File: config.mk
export PLATFORM = sky130hd
export DESIGN_NAME = output_interface
export DESIGN_NICKNAME = d
export VERILOG_FILES = /design/src/rtl/output_interface_pkg.sv /design/src/rtl/output_packer.sv /design/src/rtl/output_interface.sv
export SDC_FILE = /design/constraint.sdc
export NUM_CORES = 1
export LEC_CHECK = 0
export BUFFER_PORTS_ARGS = -buffer_cell sky130_fd_sc_hd__buf_2
export CORE_ASPECT_RATIO = 2
export CORE_UTILIZATION = 30
export CTS_CLUSTER_SIZE = 30
export DETAILED_ROUTE_END_ITERATION = 6
export GPL_TIMING_DRIVEN = 0
export HOLD_SLACK_MARGIN = 0.15
export PLACE_DENSITY = 0.52
export SETUP_SLACK_MARGIN = 0.05
export SYNTH_ARGS = -nofsm -noshare
export SYNTH_HDL_FRONTEND = slang
export SYNTH_SLANG_ARGS = --single-unit
File: constraint.sdc
create_clock -name clk -period 7.35 [get_ports clk]
set_clock_uncertainty 0.1 [all_clocks]
set_input_delay 0.3675 -clock clk [delete_from_list [all_inputs] [get_ports clk]]
set_output_delay 0.3675 -clock clk [all_outputs]
set_load 0.1 [all_outputs]
File: src/rtl/output_interface_pkg.sv
// Shared constants, op encodings, flag indices and FSM states for the FPU output packer.
package output_interface_pkg;
  localparam int MANT_W   = 56;
  localparam int EXP_W    = 13;
  localparam int REG_SIZE = 64;
  localparam int OP_BITS  = 2;

  localparam logic [OP_BITS-1:0] OP_SINGLE = 2'b00;
  localparam logic [OP_BITS-1:0] OP_DOUBLE = 2'b10;

  localparam int FLAG_NAN  = 2;
  localparam int FLAG_INF  = 1;
  localparam int FLAG_ZERO = 0;

  localparam logic signed [EXP_W-1:0] EXP_ONE = 13'sd1;
  localparam logic signed [EXP_W-1:0] EMAX_SP = 13'sd255;
  localparam logic signed [EXP_W-1:0] EMAX_DP = 13'sd2047;

  localparam logic [31:0] QNAN_SP = 32'h7FC0_0000;
  localparam logic [63:0] QNAN_DP = 64'h7FF8_0000_0000_0000;

  typedef enum logic [2:0] {ST_IDLE, ST_NORM, ST_ROUND, ST_PACK, ST_OUT} state_e;

  // Guard/sticky OR for the selected precision: nonzero means the result is inexact.
  function automatic logic lost_bits(input logic [MANT_W-1:0] m, input logic dbl);
    return dbl ? (m[1] | m[0]) : (m[30] | (|m[29:0]));
  endfunction
endpackage

File: src/rtl/output_packer.sv
// Combinational encoder: special cases, overflow to Inf, denormal and normal field assembly.
module output_packer
  import output_interface_pkg::*;
(
  input  logic [MANT_W-1:0]   mant_i,
  input  logic [EXP_W-1:0]    exp_i,
  input  logic                sign_i,
  input  logic [2:0]          flags_i,
  input  logic                dbl_i,
  input  logic                inexact_i,
  output logic [REG_SIZE-1:0] result_o,
  output logic                ovf_o,
  output logic                unf_o,
  output logic                inexact_o
);
  logic signed [EXP_W-1:0] exp_s;
  logic signed [EXP_W-1:0] emax;
  logic [REG_SIZE-1:0]     inf_word;

  assign exp_s    = exp_i;
  assign emax     = dbl_i ? EMAX_DP : EMAX_SP;
  assign inf_word = dbl_i ? {sign_i, 11'h7FF, 52'h0} : {32'h0, sign_i, 8'hFF, 23'h0};

  always_comb begin
    result_o  = '0;
    ovf_o     = 1'b0;
    unf_o     = 1'b0;
    inexact_o = 1'b0;
    if (flags_i[FLAG_NAN]) begin
      result_o = dbl_i ? {sign_i, QNAN_DP[62:0]} : {32'h0, sign_i, QNAN_SP[30:0]};
    end else if (flags_i[FLAG_INF]) begin
      result_o = inf_word;
    end else if (flags_i[FLAG_ZERO] || mant_i == '0) begin
      result_o = dbl_i ? {sign_i, 63'h0} : {32'h0, sign_i, 31'h0};
    end else if (exp_s >= emax) begin
      result_o  = inf_word;
      ovf_o     = 1'b1;
      inexact_o = 1'b1;
    end else if (exp_s == EXP_ONE && !mant_i[54]) begin
      // Denormal: exponent field is zero, fraction keeps its leading zeros.
      result_o  = dbl_i ? {sign_i, 11'h0, mant_i[53:2]} : {32'h0, sign_i, 8'h0, mant_i[53:31]};
      unf_o     = inexact_i;
      inexact_o = inexact_i;
    end else begin
      result_o  = dbl_i ? {sign_i, exp_i[10:0], mant_i[53:2]}
                        : {32'h0, sign_i, exp_i[7:0], mant_i[53:31]};
      inexact_o = inexact_i;
    end
  end
endmodule

File: src/rtl/output_interface.sv
// FPU output interface: normalizes, rounds and packs unpacked operands into IEEE-754 words.
// OUTPUT_INTERFACE_ROUND_EN enables the ROUND state (nearest-even); otherwise results truncate.
module output_interface
  import output_interface_pkg::*;
(
  input  logic                clk,
  input  logic                rst,
  input  logic                in_valid,
  output logic                in_ready,
  input  logic [MANT_W-1:0]   mant,
  input  logic [EXP_W-1:0]    exp,
  input  logic                sign,
  input  logic [2:0]          flags,
  input  logic [OP_BITS-1:0]  op,
  output logic                out_valid,
  input  logic                out_ready,
  output logic [REG_SIZE-1:0] result,
  output logic                ovf,
  output logic                unf,
  output logic                inexact
);
  state_e                  state_q, state_d;
  logic [MANT_W-1:0]       mant_q, mant_d;
  logic signed [EXP_W-1:0] exp_q, exp_d;
  logic                    sign_q, sign_d;
  logic [2:0]              flags_q, flags_d;
  logic                    dbl_q, dbl_d;
  logic                    lost_q, lost_d;
  logic [REG_SIZE-1:0]     result_q, result_d;
  logic                    ovf_q, ovf_d, unf_q, unf_d, inx_q, inx_d;

  logic [REG_SIZE-1:0]     pk_result;
  logic                    pk_ovf, pk_unf, pk_inexact;

  function automatic logic [MANT_W-1:0] shr1(input logic [MANT_W-1:0] m);
    return {1'b0, m[MANT_W-1:2], m[1] | m[0]};
  endfunction

`ifdef OUTPUT_INTERFACE_ROUND_EN
  localparam logic [MANT_W-1:0] ULP_SP = 56'h00_0000_8000_0000;
  localparam logic [MANT_W-1:0] ULP_DP = 56'h00_0000_0000_0004;

  function automatic logic [MANT_W-1:0] rne(input logic [MANT_W-1:0] m, input logic dbl);
    logic lsb, grd, stk;
    lsb = dbl ? m[2] : m[31];
    grd = dbl ? m[1] : m[30];
    stk = dbl ? m[0] : (|m[29:0]);
    return (grd && (stk || lsb)) ? m + (dbl ? ULP_DP : ULP_SP) : m;
  endfunction

  logic [MANT_W-1:0] rnd;
  assign rnd = rne(mant_q, dbl_q);
`endif

  always_comb begin
    state_d  = state_q;
    mant_d   = mant_q;
    exp_d    = exp_q;
    sign_d   = sign_q;
    flags_d  = flags_q;
    dbl_d    = dbl_q;
    lost_d   = lost_q;
    result_d = result_q;
    ovf_d    = ovf_q;
    unf_d    = unf_q;
    inx_d    = inx_q;
    unique case (state_q)
      ST_IDLE: begin
        if (in_valid) begin
          mant_d  = mant;
          exp_d   = exp;
          sign_d  = sign;
          flags_d = flags;
          dbl_d   = (op == OP_DOUBLE);
          lost_d  = 1'b0;
          state_d = ((|flags) || mant == '0) ? ST_PACK : ST_NORM;
        end
      end
      ST_NORM: begin
        if (mant_q[MANT_W-1] || exp_q < EXP_ONE) begin
          mant_d = shr1(mant_q);
          exp_d  = exp_q + EXP_ONE;
        end else if (!mant_q[54] && exp_q > EXP_ONE) begin
          mant_d = {mant_q[MANT_W-2:0], 1'b0};
          exp_d  = exp_q - EXP_ONE;
        end else begin
`ifdef OUTPUT_INTERFACE_ROUND_EN
          state_d = ST_ROUND;
`else
          lost_d  = lost_bits(mant_q, dbl_q);
          state_d = ST_PACK;
`endif
        end
      end
`ifdef OUTPUT_INTERFACE_ROUND_EN
      ST_ROUND: begin
        lost_d = lost_bits(mant_q, dbl_q);
        if (rnd[MANT_W-1]) begin
          mant_d = shr1(rnd);
          exp_d  = exp_q + EXP_ONE;
        end else begin
          mant_d = rnd;
        end
        state_d = ST_PACK;
      end
`endif
      ST_PACK: begin
        result_d = pk_result;
        ovf_d    = pk_ovf;
        unf_d    = pk_unf;
        inx_d    = pk_inexact;
        state_d  = ST_OUT;
      end
      ST_OUT: begin
        if (out_ready) state_d = ST_IDLE;
      end
      default: state_d = ST_IDLE;
    endcase
  end

  output_packer u_packer (
    .mant_i    (mant_q),
    .exp_i     (exp_q),
    .sign_i    (sign_q),
    .flags_i   (flags_q),
    .dbl_i     (dbl_q),
    .inexact_i (lost_q),
    .result_o  (pk_result),
    .ovf_o     (pk_ovf),
    .unf_o     (pk_unf),
    .inexact_o (pk_inexact)
  );

  // Control and visible outputs are reset; operand working registers are not.
  always_ff @(posedge clk) begin
    if (rst) begin
      state_q  <= ST_IDLE;
      result_q <= '0;
      ovf_q    <= 1'b0;
      unf_q    <= 1'b0;
      inx_q    <= 1'b0;
    end else begin
      state_q  <= state_d;
      result_q <= result_d;
      ovf_q    <= ovf_d;
      unf_q    <= unf_d;
      inx_q    <= inx_d;
    end
  end

  always_ff @(posedge clk) begin
    mant_q  <= mant_d;
    exp_q   <= exp_d;
    sign_q  <= sign_d;
    flags_q <= flags_d;
    dbl_q   <= dbl_d;
    lost_q  <= lost_d;
  end

  assign in_ready  = (state_q == ST_IDLE);
  assign out_valid = (state_q == ST_OUT);
  assign result    = result_q;
  assign ovf       = ovf_q;
  assign unf       = unf_q;
  assign inexact   = inx_q;
endmodule

==> reports/metrics.yaml, run 1 <==
clock_path_buffers: 2
cts_buffers: 17
postCtsSetupRepairBufs: 0
worstRegToRegCells: 9
drt_iter0_markers: 377
die_w_um: 111
synth_seq_cells: 145
tightest_slew_ns: 0.957
grt_pass1_vias: 6641
dieArea_um2: 24500
grt_pass1_wl_mm: 39.3
crit_path_cell_trace: "clkinv_1 -> ha_1 -> nand3_1 -> a31o_2 -> nand3_4 -> a2111oi_4 -> buf_6 -> nand2_1 -> nand3_1"
post-route-period-util_pct: 45.4
routedWlPerCell_um: 21.1
dp_cells: 1148
rsz0062_at_grt: "no"
crit_path_frequent_cell: "nand3_1"
grt_overflow: 0
async_reset_ff_share_pct: 0
diodes: 0
crit_path_max_incr_delay_ns: 0.89
place_area_um2: 8300
post-route-util_pct: 40.4
gp_congestion: 0.870
synthCells: 716
fmax_ghz: 0.300
cts-resized-gates: 0
clk_latency_ns: 0.45
drv_cap: 0
antenna_found_initial: 0
core_um2: 23300
slew_violations: 0
ys_seq_area_share_pct: 51.1
hold_path_depth: 3
postRouteAntennaNets: 0
portBuffers: 147
dp_hpwl_mm: 20.0
p_leak_nw: 3.83
grt_start_max_net_pins: 31
drive_above_1_share_pct: 22.3
path_max_fanout: 10
start_kind: "flop"
worst_slack_ns: 4.02
first_pass_iters: 7
worstSetupEndpointType: "flop"
failed_checks: "design-rule violations"
synth-edff-count: 75
fin_crit_ns: 3.33
wirelength_mm: 26.1
finalInstanceArea_um2: 9430
slowest_stage: "a2111oi_4"
die_h_um: 220
root_buffer: "clkbuf_16"
yosys_warnings: 0
start_util_pct: 30.7
syn_area_um2: 7150
syn-mean-instance-area_um2: 9.99
clkTransAtPathRegs_ns: 0.06
finalSetupTns_ns: 0
power_density_nw_per_um2: 255
io_pins: 148
synth_flop_cell: "edfxtp_1"
routed-via-count: 6566
synth_cell_type_count: 61
critical_path_required_ns: 7.63
crit_arrival_ns: 3.61
status: "finished with violations"
syn2layout_area_growth_pct: 31.9
hp-class: "in -> reg"
vias_per_cell: 5.31
gr-usage-all-layers_pct: 21.6
vdd_drop_max_mv: 0.127
pre_cts_ws_ns: 3.99
clock_sinks: 145
layout.cells.non_filler: 1237
htreeDepth: 4
synth_nets: 804
filler_cell_count: 2389
rows: 79
drc_errors: 20
hold_viol: 0
fin_nets: 1029
relSlewSlack_pct: 36.2
cts_tree: "built"
cts_hold_buffers: 57
worstSetupPathType: "reg -> reg"
setup_viol: 0
## cell type report
type	instances	area, um2	share of cell area (%)
timing repair buffer	206	1350	14.3
buffer	44	209	2.21
sequential	145	3650	38.7
inverter	6	22.5	0.239
clock inverter	13	109	1.15
multi-input combinational	521	3290	34.8
clock buffer	19	454	4.81
tap	283	354	3.75
## registers in the layout (all words and copies together), names as in the netlist
| register | flops |
|---|---|
| flags_q | 3 |
| ovf | 1 |
| exp_q | 13 |
| lost_q | 1 |
| state_q | 3 |
| unf | 1 |
| mant_q | 56 |
| inexact | 1 |
| sign_q | 1 |
| dbl_q | 1 |
| result | 64 |
## cell usage after synthesis, types with 9 or more instances
| cell | instances | area share (%) |
|---|---|---|
| a21oi_1 | 21 | 1.5 |
| a22o_1 | 19 | 2.3 |
| clkbuf_1 | 25 | 1.3 |
| dfxtp_1 | 70 | 20 |
| edfxtp_1 | 75 | 31 |
| ha_1 | 9 | 1.6 |
| mux2i_1 | 77 | 11 |
| nand2_1 | 120 | 6.3 |
| nand3_1 | 15 | 1.0 |
| nand4_1 | 10 | 0.87 |
| nor2_1 | 31 | 1.6 |
| nor3_1 | 10 | 0.70 |
| nor4_1 | 27 | 2.4 |
| o21ai_0 | 91 | 6.4 |
| o21ai_1 | 14 | 0.98 |
## stage by stage
stage / power [mW] / hold slack [ns]
2_1_floorplan: 1.36 / 0.366
3_3_place_gp: 1.55 / 0.335
3_5_place_dp: 1.55 / 0.340
4_1_cts: 2.42 / 0.151
5_1_grt: 2.50 / 0.166
6_report: 2.40 / 0.149
## layout by cell type (no fill, tap or decap), types with 14 or more instances in the layout
| cell type | n |
|---|---|
| buf_2 | 155 |
| nand2_1 | 120 |
| o21ai_0 | 91 |
| mux2i_1 | 77 |
| edfxtp_1 | 75 |
| dfxtp_1 | 70 |
| dlygate4sd3_1 | 57 |
| nor2_1 | 30 |
| clkbuf_1 | 26 |
| nor4_1 | 26 |
| a21oi_1 | 21 |
| a22o_1 | 19 |
| clkbuf_16 | 18 |
| nand3_1 | 15 |
| o21ai_1 | 14 |
## kinds of logic after synthesis
group / after synthesis / synth area share (%)
and+or+nand+nor: 242 / 16.3
DFF: 145 / 51.1
AOI/OAI and AO/OA: 181 / 15.5
adders and majority gates: 9 / 1.57
buffers and inverters: 50 / 3.24
muxes: 78 / 10.9
xor gates and xnor gates: 11 / 1.35
## routing by layer
layer / up-vias / share of wire [%] / global-route usage [%] / wire length (um)
met5: - / 0 / 0 / 0
met4: 0 / 2.4 / 8.87 / 625
met3: 31 / 3.6 / 2.68 / 944
met2: 189 / 59 / 44.3 / 15300
met1: 3234 / 35 / 21.5 / 9240
li1: 3112 / - / - / -
## final timing paths
check             start          to  slack, ns
max               dbl_q  result[28]       4.02
min            mant[42]  mant_q[42]       0.15
max reg2reg       dbl_q  result[28]       4.02
min reg2reg  result[63]  result[63]       0.35
## power by group
group / internal (mW) / switching, mW
clock network: 0.484 / 0.360
logic: 0.180 / 0.300
registers: 0.963 / 0.116
## critical path, delay by kind of cell (launching register included)
family	cells	cell delay, ns
flops	1	0.49
buf+inv	2	0.63
compound gates	2	1.11
fa+ha+maj	1	0.44
simple gates	4	0.49
Power figures use the tool's default switching activity.
==> inputs of run 2 (changes only) <==
--- a/config.mk
+++ b/config.mk
@@ -12,7 +12,7 @@
 export DETAILED_ROUTE_END_ITERATION = 6
 export GPL_TIMING_DRIVEN = 0
 export HOLD_SLACK_MARGIN = 0.15
-export PLACE_DENSITY = 0.52
+export PLACE_DENSITY = 0.54
 export SETUP_SLACK_MARGIN = 0.05
 export SYNTH_ARGS = -nofsm -noshare
 export SYNTH_HDL_FRONTEND = slang
==> constraint.sdc (replaced) <==
create_clock -name clk -period 2.8 [get_ports clk]
set_clock_uncertainty 0.1 [all_clocks]
set_input_delay 0.14 -clock clk [delete_from_list [all_inputs] [get_ports clk]]
set_output_delay 0.14 -clock clk [all_outputs]
set_load 0.1 [all_outputs]
==> reports/metrics.yaml, run 2 (synthesized netlist as in run 1, its figures left out) <==
status: "finished with violations"
failed_checks: "design-rule violations"
clkTransAtPathRegs_ns: 0.06  # about the same
clk_latency_ns: 0.45  # about the same
routed-via-count: 6680  # +1.7%
diodes: 0  # unchanged
start_kind: "flop"
postRouteAntennaNets: 0  # unchanged
fin_nets: 1060  # +3.0%
cts_tree: "built"
path_max_fanout: 27  # +17
pwr-share-clk_pct: 37.0  # +1.9 points
critical_path_required_ns: 2.89  # -4.74 ns
worstSetupPathType: "reg -> reg"
p_leak_nw: 4.01  # +4.7%
startpoint: "exp_q[7]"
power_frac_comb_pct: 20.1  # about the same
post-route-util_pct: 42.1  # +1.7 points
io_pins: 148  # unchanged
finalSetupTns_ns: 0  # unchanged
p_int_mw: 4.51  # +180%
htreeDepth: 4  # unchanged
grt_overflow: 0  # unchanged
crit_arrival_ns: 2.79  # -0.82 ns
r2r-start: "exp_q[7]"
root_buffer: "clkbuf_16"
vdd_drop_max_mv: 0.326  # +160%
fmax_ghz: 0.372  # +24%
relSlewSlack_pct: 34.8  # -1.4 points
hp-class: "in -> reg"
post-route-period-util_pct: 96.1  # +51 points
drv_cap: 0  # unchanged
dieArea_um2: 24500  # unchanged
worstSetupEndpointType: "flop"
routedWlPerCell_um: 21.1  # -0.19%
clock_path_buffers: 2  # unchanged
start_util_pct: 30.7  # unchanged
slew_violations: 0  # unchanged
first_pass_iters: 7  # unchanged
power_density_nw_per_um2: 673  # +160%
core_um2: 23300  # unchanged
die_h_um: 220  # unchanged
sw_frac_of_total_pct: 31.8  # -0.45 points
tightest_slew_ns: 0.973  # +0.0161 ns
grt_pass1_wl_mm: 39.7  # +1.2%
seqPwrFrac_pct: 42.9  # -2.0 points
syn2layout_area_growth_pct: 37.5
portBuffers: 147  # unchanged
gr-usage-all-layers_pct: 22.0  # +0.38 points
rows: 79  # unchanged
grt_start_max_net_pins: 28  # -9.7%
layout_commonest_cell: "buf_2"
dp_hpwl_mm: 20.3  # +1.3%
die_w_um: 111  # unchanged
reg2reg_slack_ns: 0.11  # -3.91 ns
wirelength_mm: 26.7  # +2.3%
gp_congestion: 0.862  # -0.89%
vias_per_cell: 5.27  # -0.75%
fin_crit_ns: 2.69  # -0.644 ns
clock_sinks: 145  # unchanged
hold_viol: 0  # unchanged
setup_viol: 0  # unchanged
power_switching_mw: 2.11  # +170%
drt_iter0_markers: 273  # -28%
grt_pass1_vias: 6723  # +1.2%
pre_cts_ws_ns: -0.623  # -4.61 ns
largest_register_ffs: 64  # unchanged
drive_above_1_share_pct: 23.6  # +1.2 points
worst_slack_ns: 0.110  # -3.91 ns
cts_buffers: 17  # unchanged
final_cell_mix: "buf_2, nand2_1, o21ai_0, dlygate4sd3_1, mux2i_1"
antenna_found_initial: 0  # unchanged
drc_errors: 4  # -80%
min_from: "sign"
rsz0062_at_grt: "yes"
[run 2: area by class of cell]
cell class | instances | area (um2)
inverter | 6 | 25.0
timing repair buffer | 236 | 1630
buffer | 44 | 210
clock inverter | 14 | 176
sequential | 145 | 3650
tap | 283 | 354
clock buffer | 18 | 450
multi-input combinational | 522 | 3330
fill | 2399 | 13500
[run 2: what timing repair did]
| item | 4_1_cts | 5_1_grt |
|---|---|---|
| hold buffers | 78 | 0 |
| pin swaps | 3 | 1 |
| cloned | 1 | 0 |
| endpoints found under the setup margin | 125 | 61 |
| resized for setup | 2 | 5 |
| endpoints found under the hold margin | 95 | 0 |
| buffers inserted | 6 | 3 |
[run 2: worst paths after layout]
kind,cells past startpoint,to
worst min register to register,2,unf
worst max-delay path,8,mant_q[21]
worst max register to register,8,mant_q[21]
worst min-delay path,2,sign_q
[run 2: critical path, stage by stage (launching register included)]
cell	delay, ns
edfxtp_1	0.35
clkbuf_1	0.25
nor4_2	0.42
and3_1	0.29
o21ai_0	0.15
a21oi_2	0.39
nor2_4	0.08
buf_12	0.19
buf_16	0.18
[run 2: stage by stage]
| stage | instance area, um2 | hold WS, ns | cells | power, mW |
|---|---|---|---|---|
| floorplan | 7190 | 0.139 | 716 | 3.57 |
| global route | 9830 | 0.341 | 1268 | 6.85 |
| CTS | 9800 | 0.312 | 1265 | 6.63 |
| global placement | 8280 | 0.231 | 1146 | 4.05 |
| finish | 9830 | 0.331 | 1268 | 6.62 |
| detailed placement | 8340 | 0.234 | 1148 | 4.08 |
[run 2: power by group through the flow]
stage          sequential (mW)  combinational, mW  clock [mW]
2_1_floorplan             2.82              0.757           0
3_5_place_dp              2.88               1.21           0
5_1_grt                   2.86               1.45        2.55
3_3_place_gp              2.88               1.17           0
4_1_cts                   2.83               1.32        2.48
6_report                  2.84               1.33        2.45
[run 2: metal layers]
| metal | vias to the layer above | share of wire [%] | GRT usage, % |
|---|---|---|---|
| li1 | 3183 | - | - |
| met1 | 3255 | 35 | 21.1 |
| met2 | 199 | 58 | 44.9 |
| met3 | 43 | 3.5 | 3.26 |
| met4 | 0 | 3.1 | 10.8 |
| met5 | - | 0 | 0 |
